<file path="config.mk">
export PLATFORM = sky130hd
export DESIGN_NAME = fetch_stage
export DESIGN_NICKNAME = d
export VERILOG_FILES = /design/src/rtl/mips_pkg.sv /design/src/rtl/fetch_buffer.sv /design/src/rtl/fetch_stage.sv
export SDC_FILE = /design/constraint.sdc
export NUM_CORES = 1
export LEC_CHECK = 0
export ABC_CLOCK_PERIOD_IN_PS = 6500
export BUFFER_PORTS_ARGS = -buffer_cell sky130_fd_sc_hd__buf_2
export CORE_MARGIN = 5
export CORE_UTILIZATION = 56
export DETAILED_ROUTE_END_ITERATION = 10
export PLACE_DENSITY = 0.8
export SLEW_MARGIN = 10
export SYNTH_ARGS = -nofsm -noshare
export SYNTH_HDL_FRONTEND = slang
export SYNTH_SLANG_ARGS = --single-unit
</file>
<file path="constraint.sdc">
create_clock -name clock -period 6.5 [get_ports clock]
set_input_delay 1.3 -clock clock [delete_from_list [all_inputs] [get_ports clock]]
set_output_delay 1.3 -clock clock [all_outputs]
set_load 0.05 [all_outputs]
</file>
<file path="src/rtl/mips_pkg.sv">
// Shared types and constants for the MIPS pipeline front end.
package mips_pkg;
  localparam int XLEN = 32;
  localparam logic [XLEN-1:0] NOP_INSTR        = 32'h0000_0000;
  localparam logic [XLEN-1:0] RESET_PC_DEFAULT = 32'h0000_0000;

  typedef enum logic [1:0] {IDLE, RUN, WAIT, FLUSH} fetch_state_t;

  typedef struct packed {
    logic [XLEN-1:0] ir;
    logic [XLEN-1:0] pc4;
  } fetch_entry_t;
endpackage

</file>
<file path="src/rtl/fetch_buffer.sv">
// Two-entry FIFO of fetched {instruction, pc+4} pairs that absorbs responses
// arriving while decode is stalled.
module fetch_buffer
  import mips_pkg::*;
(
  input  logic         clock,
  input  logic         reset_n,
  input  logic         push,
  input  logic         pop,
  input  logic         clear,
  input  fetch_entry_t din,
  output fetch_entry_t head,
  output logic [1:0]   count
);
  fetch_entry_t r_mem [2];
  logic         r_wr_ptr;
  logic         r_rd_ptr;
  logic [1:0]   r_count;
  logic         w_do_pop;
  logic         w_do_push;

  assign w_do_pop  = pop && (r_count != 2'd0);
  assign w_do_push = push && ((r_count != 2'd2) || w_do_pop);

  always_ff @(posedge clock or negedge reset_n) begin
    if (!reset_n) begin
      r_wr_ptr <= 1'b0;
      r_rd_ptr <= 1'b0;
      r_count  <= 2'd0;
    end else if (clear) begin
      r_wr_ptr <= 1'b0;
      r_rd_ptr <= 1'b0;
      r_count  <= 2'd0;
    end else begin
      if (w_do_push) r_wr_ptr <= ~r_wr_ptr;
      if (w_do_pop)  r_rd_ptr <= ~r_rd_ptr;
      r_count <= r_count + {1'b0, w_do_push} - {1'b0, w_do_pop};
    end
  end

  // Storage carries no reset; occupancy is tracked solely by r_count.
  always_ff @(posedge clock) begin
    if (w_do_push && !clear) r_mem[r_wr_ptr] <= din;
  end

  assign head  = r_mem[r_rd_ptr];
  assign count = r_count;
endmodule

</file>
<file path="src/rtl/fetch_stage.sv">
// Instruction-fetch stage: PC, single-outstanding imem request control,
// response buffering and the IF/ID pipeline register.
module fetch_stage
  import mips_pkg::*;
#(
  parameter logic [31:0] RESET_PC  = RESET_PC_DEFAULT,
  parameter int          BUF_DEPTH = 2
) (
  input  logic        clock,
  input  logic        reset_n,
  input  logic        stall,
  input  logic        branch_taken,
  input  logic [31:0] branch_target,
  output logic        imem_req,
  output logic [31:0] imem_addr,
  input  logic        imem_rvalid,
  input  logic [31:0] imem_rdata,
  output logic [31:0] pc,
  output logic [31:0] ifid_ir,
  output logic [31:0] ifid_pc4,
  output logic        ifid_valid
);
  generate
    if (BUF_DEPTH != 2) begin : g_depth_check
      $error("fetch_stage supports BUF_DEPTH == 2 only");
    end
  endgenerate

  fetch_state_t r_state, w_state_nxt;
  logic [31:0]  r_pc, r_rsp_pc4, r_ifid_ir, r_ifid_pc4;
  logic         r_outstanding, r_discard, r_ifid_valid;
  logic         w_out_after, w_rsp_live, w_push, w_pop, w_req;
  logic [2:0]   w_occ_nxt;
  logic [1:0]   w_buf_count;
  fetch_entry_t w_head, w_rsp_entry;

  assign w_out_after = r_outstanding && !imem_rvalid;
  assign w_rsp_live  = imem_rvalid && r_outstanding && !r_discard && !branch_taken;
  assign w_pop       = !branch_taken && !stall && (w_buf_count != 2'd0);
  assign w_push      = w_rsp_live && (stall || (w_buf_count != 2'd0));
  // Gate on next-cycle occupancy so the response to a newly issued request always has a slot.
  assign w_occ_nxt   = {1'b0, w_buf_count} + {2'b0, w_push} - {2'b0, w_pop};
  assign w_req       = (r_state != IDLE) && !branch_taken && !w_out_after && (w_occ_nxt < 3'd2);
  assign w_rsp_entry = '{ir: imem_rdata, pc4: r_rsp_pc4};

  fetch_buffer u_buf (
    .clock   (clock),
    .reset_n (reset_n),
    .push    (w_push),
    .pop     (w_pop),
    .clear   (branch_taken),
    .din     (w_rsp_entry),
    .head    (w_head),
    .count   (w_buf_count)
  );

  always_ff @(posedge clock or negedge reset_n) begin
    if (!reset_n) begin
      r_state       <= IDLE;
      r_pc          <= RESET_PC;
      r_outstanding <= 1'b0;
      r_discard     <= 1'b0;
      r_ifid_ir     <= NOP_INSTR;
      r_ifid_pc4    <= 32'h0;
      r_ifid_valid  <= 1'b0;
    end else begin
      r_state <= w_state_nxt;
      if (branch_taken)  r_pc <= branch_target & ~32'h3;
      else if (w_req)    r_pc <= r_pc + 32'd4;
      r_outstanding <= w_req ? 1'b1 : w_out_after;
      if (branch_taken)                  r_discard <= w_out_after;
      else if (imem_rvalid && r_discard) r_discard <= 1'b0;
      if (branch_taken) begin
        r_ifid_ir    <= NOP_INSTR;
        r_ifid_valid <= 1'b0;
      end else if (!stall) begin
        if (w_buf_count != 2'd0) begin
          r_ifid_ir    <= w_head.ir;
          r_ifid_pc4   <= w_head.pc4;
          r_ifid_valid <= 1'b1;
        end else if (w_rsp_live) begin
          r_ifid_ir    <= imem_rdata;
          r_ifid_pc4   <= r_rsp_pc4;
          r_ifid_valid <= 1'b1;
        end else begin
          r_ifid_ir    <= NOP_INSTR;
          r_ifid_valid <= 1'b0;
        end
      end
    end
  end

  always_ff @(posedge clock) begin
    if (w_req) r_rsp_pc4 <= r_pc + 32'd4;
  end

  always_comb begin
    w_state_nxt = r_state;
    case (r_state)
      IDLE:  w_state_nxt = RUN;
      RUN: begin
        if (branch_taken && w_out_after) w_state_nxt = FLUSH;
        else if (w_out_after)            w_state_nxt = WAIT;
      end
      WAIT: begin
        if (branch_taken && w_out_after) w_state_nxt = FLUSH;
        else if (imem_rvalid)            w_state_nxt = RUN;
      end
      FLUSH: begin
        if (imem_rvalid) w_state_nxt = RUN;
      end
      default: w_state_nxt = IDLE;
    endcase
  end

  assign imem_req   = w_req;
  assign imem_addr  = r_pc;
  assign pc         = r_pc;
  assign ifid_ir    = r_ifid_ir;
  assign ifid_pc4   = r_ifid_pc4;
  assign ifid_valid = r_ifid_valid;
endmodule

</file>
==> impl_metrics.toml, run 1 <==
[yosys]
async_flop_share = 0.396
syn_area_um2 = 10900
ys_top_cells_by_area = "edfxtp_1 43%, dfrtp_1 23%, mux2i_1 5.9%"
synth_edf_count = 154
postSynthAreaPerCell_um2 = 12.7
synth-seq-area-share = 0.658
ys.flop_type = "edfxtp_1"
synth_top_area_frac = 0.425
synth-seq-cells = 255
synth_most_common_cell = "edfxtp_1"
yosys-top-cells-count = "154 x edfxtp_1, 101 x dfrtp_1, 90 x nor2_1"
netlist_instances = 854
yosysTopAreaCell = "edfxtp_1"
yosys_warnings = 0
yosysUniqueCellTypes = 49

[hold_path]
hp-class = "reg -> reg"
whs_path_depth = 2
hold_end = "ifid_pc4[4]"
hp-start = "ifid_pc4[4]"

[setup_path]
reg2reg_depth = 14
startpoint_type = "primary input"
r2r_setup_slack_ns = 2.15
reg2reg_from = "u_buf.count[1]"
cp_max_fo = 36
r2r-end = "imem_addr[18]"
crit_path_end_kind = "output pin"
cp.arrival_ns = 3.99
critPathRequiredTime_ns = 5.20
path_class = "in -> out"

[timing]
tightest_slew_ns = 1.16
layout_min_cycle_time_ns = 5.29
report.final.hold_viol_count = 0
clock.fmax_mhz = 189
finalSetupTns_ns = 0
maxSlewHeadroom = 0.230
setup_viol = 0
rsz0062_at_grt = "false"
hold_ws_ns = 0.472
min_period_over_period = 0.813
fin_skew_ns = 0.0108
slew_viol_final = 0

[detailed_routing]
drcViolationCount = 0
avgRoutedWirePerCell_um = 18.7
drt-initial-drc-count = 488
firstDrtPassIters = 5
ant_nets = 0
vias = 7244
routed_via_density = 5.64
wirelength_um = 24000

[job]
maxCapViolations = 0

[global_routing]
grt_pass1_vias = 7258
grt_max_degree = 65
use_met3 = 0.0346
grt_pass1_wl_um = 38400
met1_usage = 0.305
gr-total-overflow = 0
grt.total_usage = 0.215
antenna_found_initial = 0
use_met2 = 0.349
top_usage_layer = "met2"

[cells_and_area]
fin_area_um2 = 12700
fin_nets = 1074
syn_to_final_growth_pct = 16.8
diodes = 0
drive_above_1_share = 0.250
fin_cells = 1285

[pwr]
power.total_mw = 5.32
power.switching_mw = 2.01
seqPwrFrac = 0.424
p_int_mw = 3.31
clock_power_share = 0.288
power_frac_comb = 0.288
ir_drop_uv = 353
p_leak_nw = 5.19
power_density_nw_per_um2 = 419
sw_frac_of_total = 0.378

[placed_design]
port_buffers = 190
placed_area_um2 = 11800
dp.final_hpwl_um = 15500
dp.cells = 1237
place.gp.congestion = 0.851

[clock_tree]
tritoncts = "done"
worstSkewPairLatency_ns = 0.51
cts_max_level = 1
clk_pin_slew_ns = 0.06
post_cts_resized = 0
hold_buffers = 0
cts_buffer_depth = 3
postCtsSetupRepairBufs = 0
cts_buffers = 26
cts_root_buf = "clkbuf_16"
clock_sinks = 255

[floorplan]
ios = 199
core_area_um2 = 19300
start_util = 0.564
die_w_um = 149
die_area_um2 = 22300
rows = 51
die_y_um = 149

[outcome]
status = "finished clean"
power groups by stage:
stage | logic, mW | clock network [mW] | registers, mW
floorplan | 0.706 | 0 | 2.73
global placement | 1.51 | 0 | 2.26
detailed placement | 1.53 | 0 | 2.28
CTS | 1.54 | 1.56 | 2.25
global route | 1.63 | 1.63 | 2.29
finish | 1.53 | 1.53 | 2.25
how the worst max path moves through the flow:
stage / depth (start not counted) / startpoint / endpoint
after floorplan: 14 / branch_taken / imem_req
after global placement: 11 / stall / imem_req
after detailed placement: 11 / stall / imem_req
after CTS: 11 / stall / imem_req
after global routing: 12 / imem_rvalid / imem_req
final: 11 / stall / imem_req
layout make-up:
class,instances,area [µm²]
Clock buffer,35,726
Clock inverter,13,166
Tap cell,265,332
Timing Repair Buffer,202,1040
Sequential cell,255,7160
Multi-Input combinational cell,506,3240
Fill cell,1445,6580
Inverter,9,33.8
logic make-up after synthesis:
group / share of synthesized area
fa+ha+maj: 0.00645
mux: 0.0589
flops: 0.658
compound gates: 0.0992
xor+xnor: 0.0266
other cells: 0.000345
buf+inv: 0.0488
simple gates: 0.102
critical path: stages:
cell,delay [ns]
buf_2,0.15
or3_1,0.40
inv_1,0.07
ha_1,0.22
nand2b_1,0.16
fa_1,0.39
xor2_1,0.15
or4_1,0.52
buf_4,0.26
inv_2,0.09
buf_2,0.26
metrics by stage:
step | util | worst slack, ns
finish | 0.659 | 1.21
global route | 0.659 | 1.01
CTS | 0.659 | 1.22
detailed placement | 0.612 | 1.21
global placement | 0.612 | 1.29
floorplan | - | 0.538
registers in the layout (all words and copies together) (netlist names):
register	cells
ifid_ir	32
r_discard	1
ifid_pc4	30
r_rsp_pc4	30
imem_addr	30
r_state	2
u_buf.r_wr_ptr	1
u_buf.r_rd_ptr	1
r_outstanding	1
ifid_valid	1
u_buf.r_mem	124
u_buf.count	2
layer usage:
metal,vias up,wire length [µm]
li1,3389,-
met1,3523,10200
met2,288,11500
met3,44,1730
met4,0,613
met5,-,0
layout by cell type (no fill, tap or decap), types with 27 or more instances in the layout:
master / n
edfxtp_1: 154
clkbuf_16: 27
buf_2: 189
a21oi_1: 38
nand2_1: 74
a221o_1: 36
o21ai_0: 47
mux2i_1: 64
nor2_1: 87
dfrtp_1: 100
No activity file was read; power rests on OpenSTA's default activity.
==> run 2: changes to the inputs <==
- ABC_CLOCK_PERIOD_IN_PS: 6500 -> 5400
- clock period: 6.5 -> 5.4 ns (I/O delays scaled with it)
==> impl_metrics.toml, run 2 (synthesis results as in run 1) <==
[outcome]
status = "finished clean"

[detailed_routing]
drt-initial-drc-count = 623
vias = 7220
routed_via_density = 5.62
ant_nets = 0
avgRoutedWirePerCell_um = 18.0
wirelength_um = 23100
drcViolationCount = 0
firstDrtPassIters = 5

[setup_path]
crit_path_end_kind = "output pin"
r2r-end = "imem_addr[22]"
reg2reg_depth = 13
r2r_setup_slack_ns = 1.26
worst_path_most_repeated_cell = "buf_2"
slowest_stage = "or4_1"
startpoint_type = "primary input"
path_class = "in -> out"
critPathMaxStageDelay_ns = 0.57
critPathRequiredTime_ns = 4.32
cp_cell_sequence = "buf_2 > or3_1 > inv_1 > ha_1 > nand2b_1 > fa_1 > xor2_1 > or4_1 > inv_2 > buf_2"
reg2reg_from = "u_buf.count[1]"
cp_max_fo = 8
cp.arrival_ns = 3.55

[global_routing]
met1_usage = 0.310
grt.total_usage = 0.208
gr-total-overflow = 0
top_usage_layer = "met2"
use_met3 = 0.0280
antenna_found_initial = 0
grt_pass1_vias = 7057
use_met2 = 0.328
grt_pass1_wl_um = 37300
grt_max_degree = 65

[job]
maxCapViolations = 0

[cells_and_area]
diodes = 0
largest_register_ffs = 124
fin_nets = 1074
final_cell_mix = "189 x buf_2, 154 x edfxtp_1, 100 x dfrtp_1"
regMostFlops = "u_buf.r_mem"
final_common_cell = "buf_2"
seqCellArea_um2 = 7160
n_fill_cell = 1426
multi_input_area_um2 = 3240
fin_cells = 1285
syn_to_final_growth_pct = 16.8
drive_above_1_share = 0.245

[timing]
fin_skew_ns = 0.0103
rsz0062_at_grt = "false"
tightest_slew_ns = 1.17
maxSlewHeadroom = 0.219
setup_viol = 0
finalSetupTns_ns = 0
slew_viol_final = 0
report.final.hold_viol_count = 0
min_period_over_period = 0.858
layout_min_cycle_time_ns = 4.63
clock.fmax_mhz = 216

[clock_tree]
clk_pin_slew_ns = 0.06
hold_buffers = 0
worstSkewPairLatency_ns = 0.52
cts_root_buf = "clkbuf_16"
cts_buffers = 26
cts_buffer_depth = 3
cts_max_level = 1
postCtsSetupRepairBufs = 0
clock_sinks = 255
tritoncts = "done"
post_cts_resized = 0

[hold_path]
hold_end = "ifid_pc4[30]"
hp-start = "ifid_pc4[30]"
hp-class = "reg -> reg"
whs_path_depth = 2

[floorplan]
rows = 51
die_w_um = 149
start_util = 0.564
die_y_um = 149
ios = 199
core_area_um2 = 19300
die_area_um2 = 22300

[pwr]
p_leak_nw = 5.18
ir_drop_uv = 352
power_density_nw_per_um2 = 503
power.total_mw = 6.38

[placed_design]
dp.final_hpwl_um = 14800
dp.cells = 1237
port_buffers = 190
place.gp.congestion = 0.851
[run 2: per-stage QoR]
| step | instance area, µm² | utilization | worst slack [ns] | hold slack (ns) |
|---|---|---|---|---|
| 3_5_place_dp | 11800 | 0.612 | 0.628 | 0.463 |
| 3_3_place_gp | 11800 | 0.612 | 0.703 | 0.457 |
| 6_report | 12700 | 0.659 | 0.769 | 0.473 |
| 2_1_floorplan | 10900 | - | 0.120 | 0.445 |
| 5_1_grt | 12700 | 0.659 | 0.652 | 0.494 |
| 4_1_cts | 12700 | 0.659 | 0.749 | 0.477 |
[run 2: area by class of cell]
type / count / share of cell area
repair buffers: 202 / 0.0822
clock buffers: 36 / 0.0583
multi-input cells: 506 / 0.255
flip-flops and latches: 255 / 0.564
clock inverters: 12 / 0.0119
well taps: 265 / 0.0261
inverters: 9 / 0.00266
[run 2: worst max path at each step]
stage / startpoint / to / slack (ns)
floorplan: branch_taken / imem_req / 0.12
global placement: stall / imem_addr[22] / 0.70
detailed placement: stall / imem_addr[18] / 0.63
CTS: stall / imem_req / 0.75
global route: imem_rvalid / imem_req / 0.65
finish: stall / imem_req / 0.77
[run 2: routing by layer]
layer,wire [µm],up-vias
met5,0,-
met2,10900,295
li1,-,3383
met1,10200,3497
met3,1510,45
met4,534,0
[run 2: power breakdown]
group | leakage, nW | switching (mW) | internal [mW]
clock | 0.433 | 0.700 | 1.14
combinational | 2.05 | 1.41 | 0.433
sequential | 2.70 | 0.289 | 2.42
total | 5.18 | 2.39 | 3.99
[run 2: worst max-delay path, delay by kind of cell]
kind | cells | cell delay [ns]
buffers and inverters | 4 | 0.61
xor gates and xnor gates | 1 | 0.15
and+or+nand+nor | 3 | 1.11
adders and majority gates | 2 | 0.59
==> run 3: changes to the inputs <==
- PLACE_DENSITY: 0.8 -> 0.81
==> impl_metrics.toml, run 3 (synthesis results as in run 1) <==
[outcome]
status = "finished clean"

[setup_path]
path_depth = 11
crit_start = "imem_rvalid"
worst_path_most_repeated_cell = "buf_2"
cp_max_fo = 5
path_class = "in -> out"
path_delay_family = "simple AND/OR/NAND/NOR gates"
critical_path_buf_inv_count = 3
startpoint_type = "primary input"
slowest_stage = "or4_1"
reg2reg_depth = 12
r2r_setup_slack_ns = 1.68
r2r-end = "imem_addr[22]"
critPathRequiredTime_ns = 4.32
reg2reg_from = "u_buf.count[1]"
critPathMaxStageDelay_ns = 0.57
cp_cell_sequence = "buf_2 > nand3b_1 > nor2_1 > o21ai_0 > ha_1 > nand2b_1 > fa_1 > xor2_1 > or4_1 > inv_2 > buf_2"
endpoint = "imem_req"
crit_path_end_kind = "output pin"
cp.arrival_ns = 3.62

[cells_and_area]
final_cell_mix = "189 x buf_2, 154 x edfxtp_1, 100 x dfrtp_1"
regMostFlops = "u_buf.r_mem"
fin_nets = 1074
largest_register_ffs = 124
n_fill_cell = 1437
syn_to_final_growth_pct = 16.4
diodes = 0
final_common_cell = "buf_2"
drive_above_1_share = 0.249

[detailed_routing]
wirelength_um = 23000
firstDrtPassIters = 6
drcViolationCount = 0
vias = 7301
routed_via_density = 5.68
drt-initial-drc-count = 572
avgRoutedWirePerCell_um = 17.9
ant_nets = 0

[clock_tree]
cts_root_buf = "clkbuf_16"
tritoncts = "done"
clk_pin_slew_ns = 0.06
cts_buffer_depth = 3
hold_buffers = 0
worstSkewPairLatency_ns = 0.52
post_cts_resized = 0
clock_sinks = 255
postCtsSetupRepairBufs = 0
cts_max_level = 1
cts_buffers = 26

[hold_path]
hp-class = "reg -> reg"

[pwr]
clock_power_share = 0.278
ir_drop_uv = 313
power_frac_comb = 0.292
p_leak_nw = 5.17
power.switching_mw = 2.39
power_density_nw_per_um2 = 497
sw_frac_of_total = 0.380
p_int_mw = 3.90
seqPwrFrac = 0.430

[floorplan]
ios = 199
die_w_um = 149
die_y_um = 149
rows = 51
die_area_um2 = 22300
start_util = 0.564
core_area_um2 = 19300

[timing]
finalSetupTns_ns = 0
setup_viol = 0
setup_slack_ns = 0.698
slew_viol_final = 0
report.final.hold_viol_count = 0
fin_skew_ns = 0.0106
layout_min_cycle_time_ns = 4.70
min_period_over_period = 0.871
rsz0062_at_grt = "false"
hold_ws_ns = 0.472
clock.fmax_mhz = 213
maxSlewHeadroom = 0.237
tightest_slew_ns = 1.14

[placed_design]
dp.final_hpwl_um = 14900
dp_slack_ns = 0.685
port_buffers = 190
place.gp.congestion = 0.842

[global_routing]
gr-total-overflow = 0
grt.total_usage = 0.204
antenna_found_initial = 0
grt_pass1_wl_um = 36700
grt_max_degree = 69
grt_pass1_vias = 7048

[job]
maxCapViolations = 0
[run 3: cell count changes in the layout (fill, tap and decap cells not counted)]
cell / before / now
clkbuf_1: 6 / 8
clkinv_1: 7 / 1
clkinv_2: 1 / 7
bufinv_16: 4 / 2
[run 3: power by group through the flow]
stage,sequential [mW],combinational [mW],clock [mW]
2_1_floorplan,3.29,0.851,0
3_3_place_gp,2.71,1.82,0
3_5_place_dp,2.74,1.85,0
4_1_cts,2.70,1.85,1.78
5_1_grt,2.75,1.95,1.87
6_report,2.70,1.84,1.75
[run 3: area by class of cell]
class	count	area [µm²]	share of cell area
Clock inverter	10	98.8	0.00782
Inverter	9	33.8	0.00267
Timing Repair Buffer	202	1040	0.0825
Clock buffer	38	747	0.0591
Tap cell	265	332	0.0262
Multi-Input combinational cell	506	3240	0.256
Sequential cell	255	7160	0.566
[run 3: worst min path at each step]
stage             startpoint            endpoint  slack [ns]  depth (start not counted)
6_report        ifid_pc4[11]        ifid_pc4[11]        0.47                          2
5_1_grt        r_rsp_pc4[11]  u_buf.r_mem[0][11]        0.49                          0
4_1_cts         ifid_pc4[11]        ifid_pc4[11]        0.48                          2
3_5_place_dp    ifid_pc4[11]        ifid_pc4[11]        0.47                          2
2_1_floorplan  r_rsp_pc4[10]  u_buf.r_mem[0][10]        0.45                          0
3_3_place_gp      ifid_valid          ifid_valid        0.46                          2
[run 3: per-layer routing]
| layer | up-vias | global-route usage | routed length [µm] |
|---|---|---|---|
| met5 | - | 0 | 0 |
| met4 | 0 | 0.0636 | 634 |
| met3 | 45 | 0.0310 | 1700 |
| met2 | 303 | 0.320 | 10500 |
| met1 | 3565 | 0.298 | 10100 |
| li1 | 3388 | - | - |
[run 3: worst reg2reg max path, delay by kind of cell, from the launching register on]
kind / cells / cell delay, ns
flops: 1 / 0.48
xor+xnor: 1 / 0.15
buf+inv: 2 / 0.40
fa+ha+maj: 2 / 0.65
compound gates: 3 / 0.68
simple gates: 4 / 1.25
[run 3: metrics by stage]
stage | std cells | instance area [µm²] | total power [mW] | util
detailed placement | 1237 | 11800 | 4.58 | 0.612
finish | 1285 | 12600 | 6.29 | 0.656
CTS | 1285 | 12600 | 6.33 | 0.656
global placement | 1237 | 11800 | 4.53 | 0.612
floorplan | 859 | 10900 | 4.14 | -
global route | 1285 | 12600 | 6.57 | 0.656
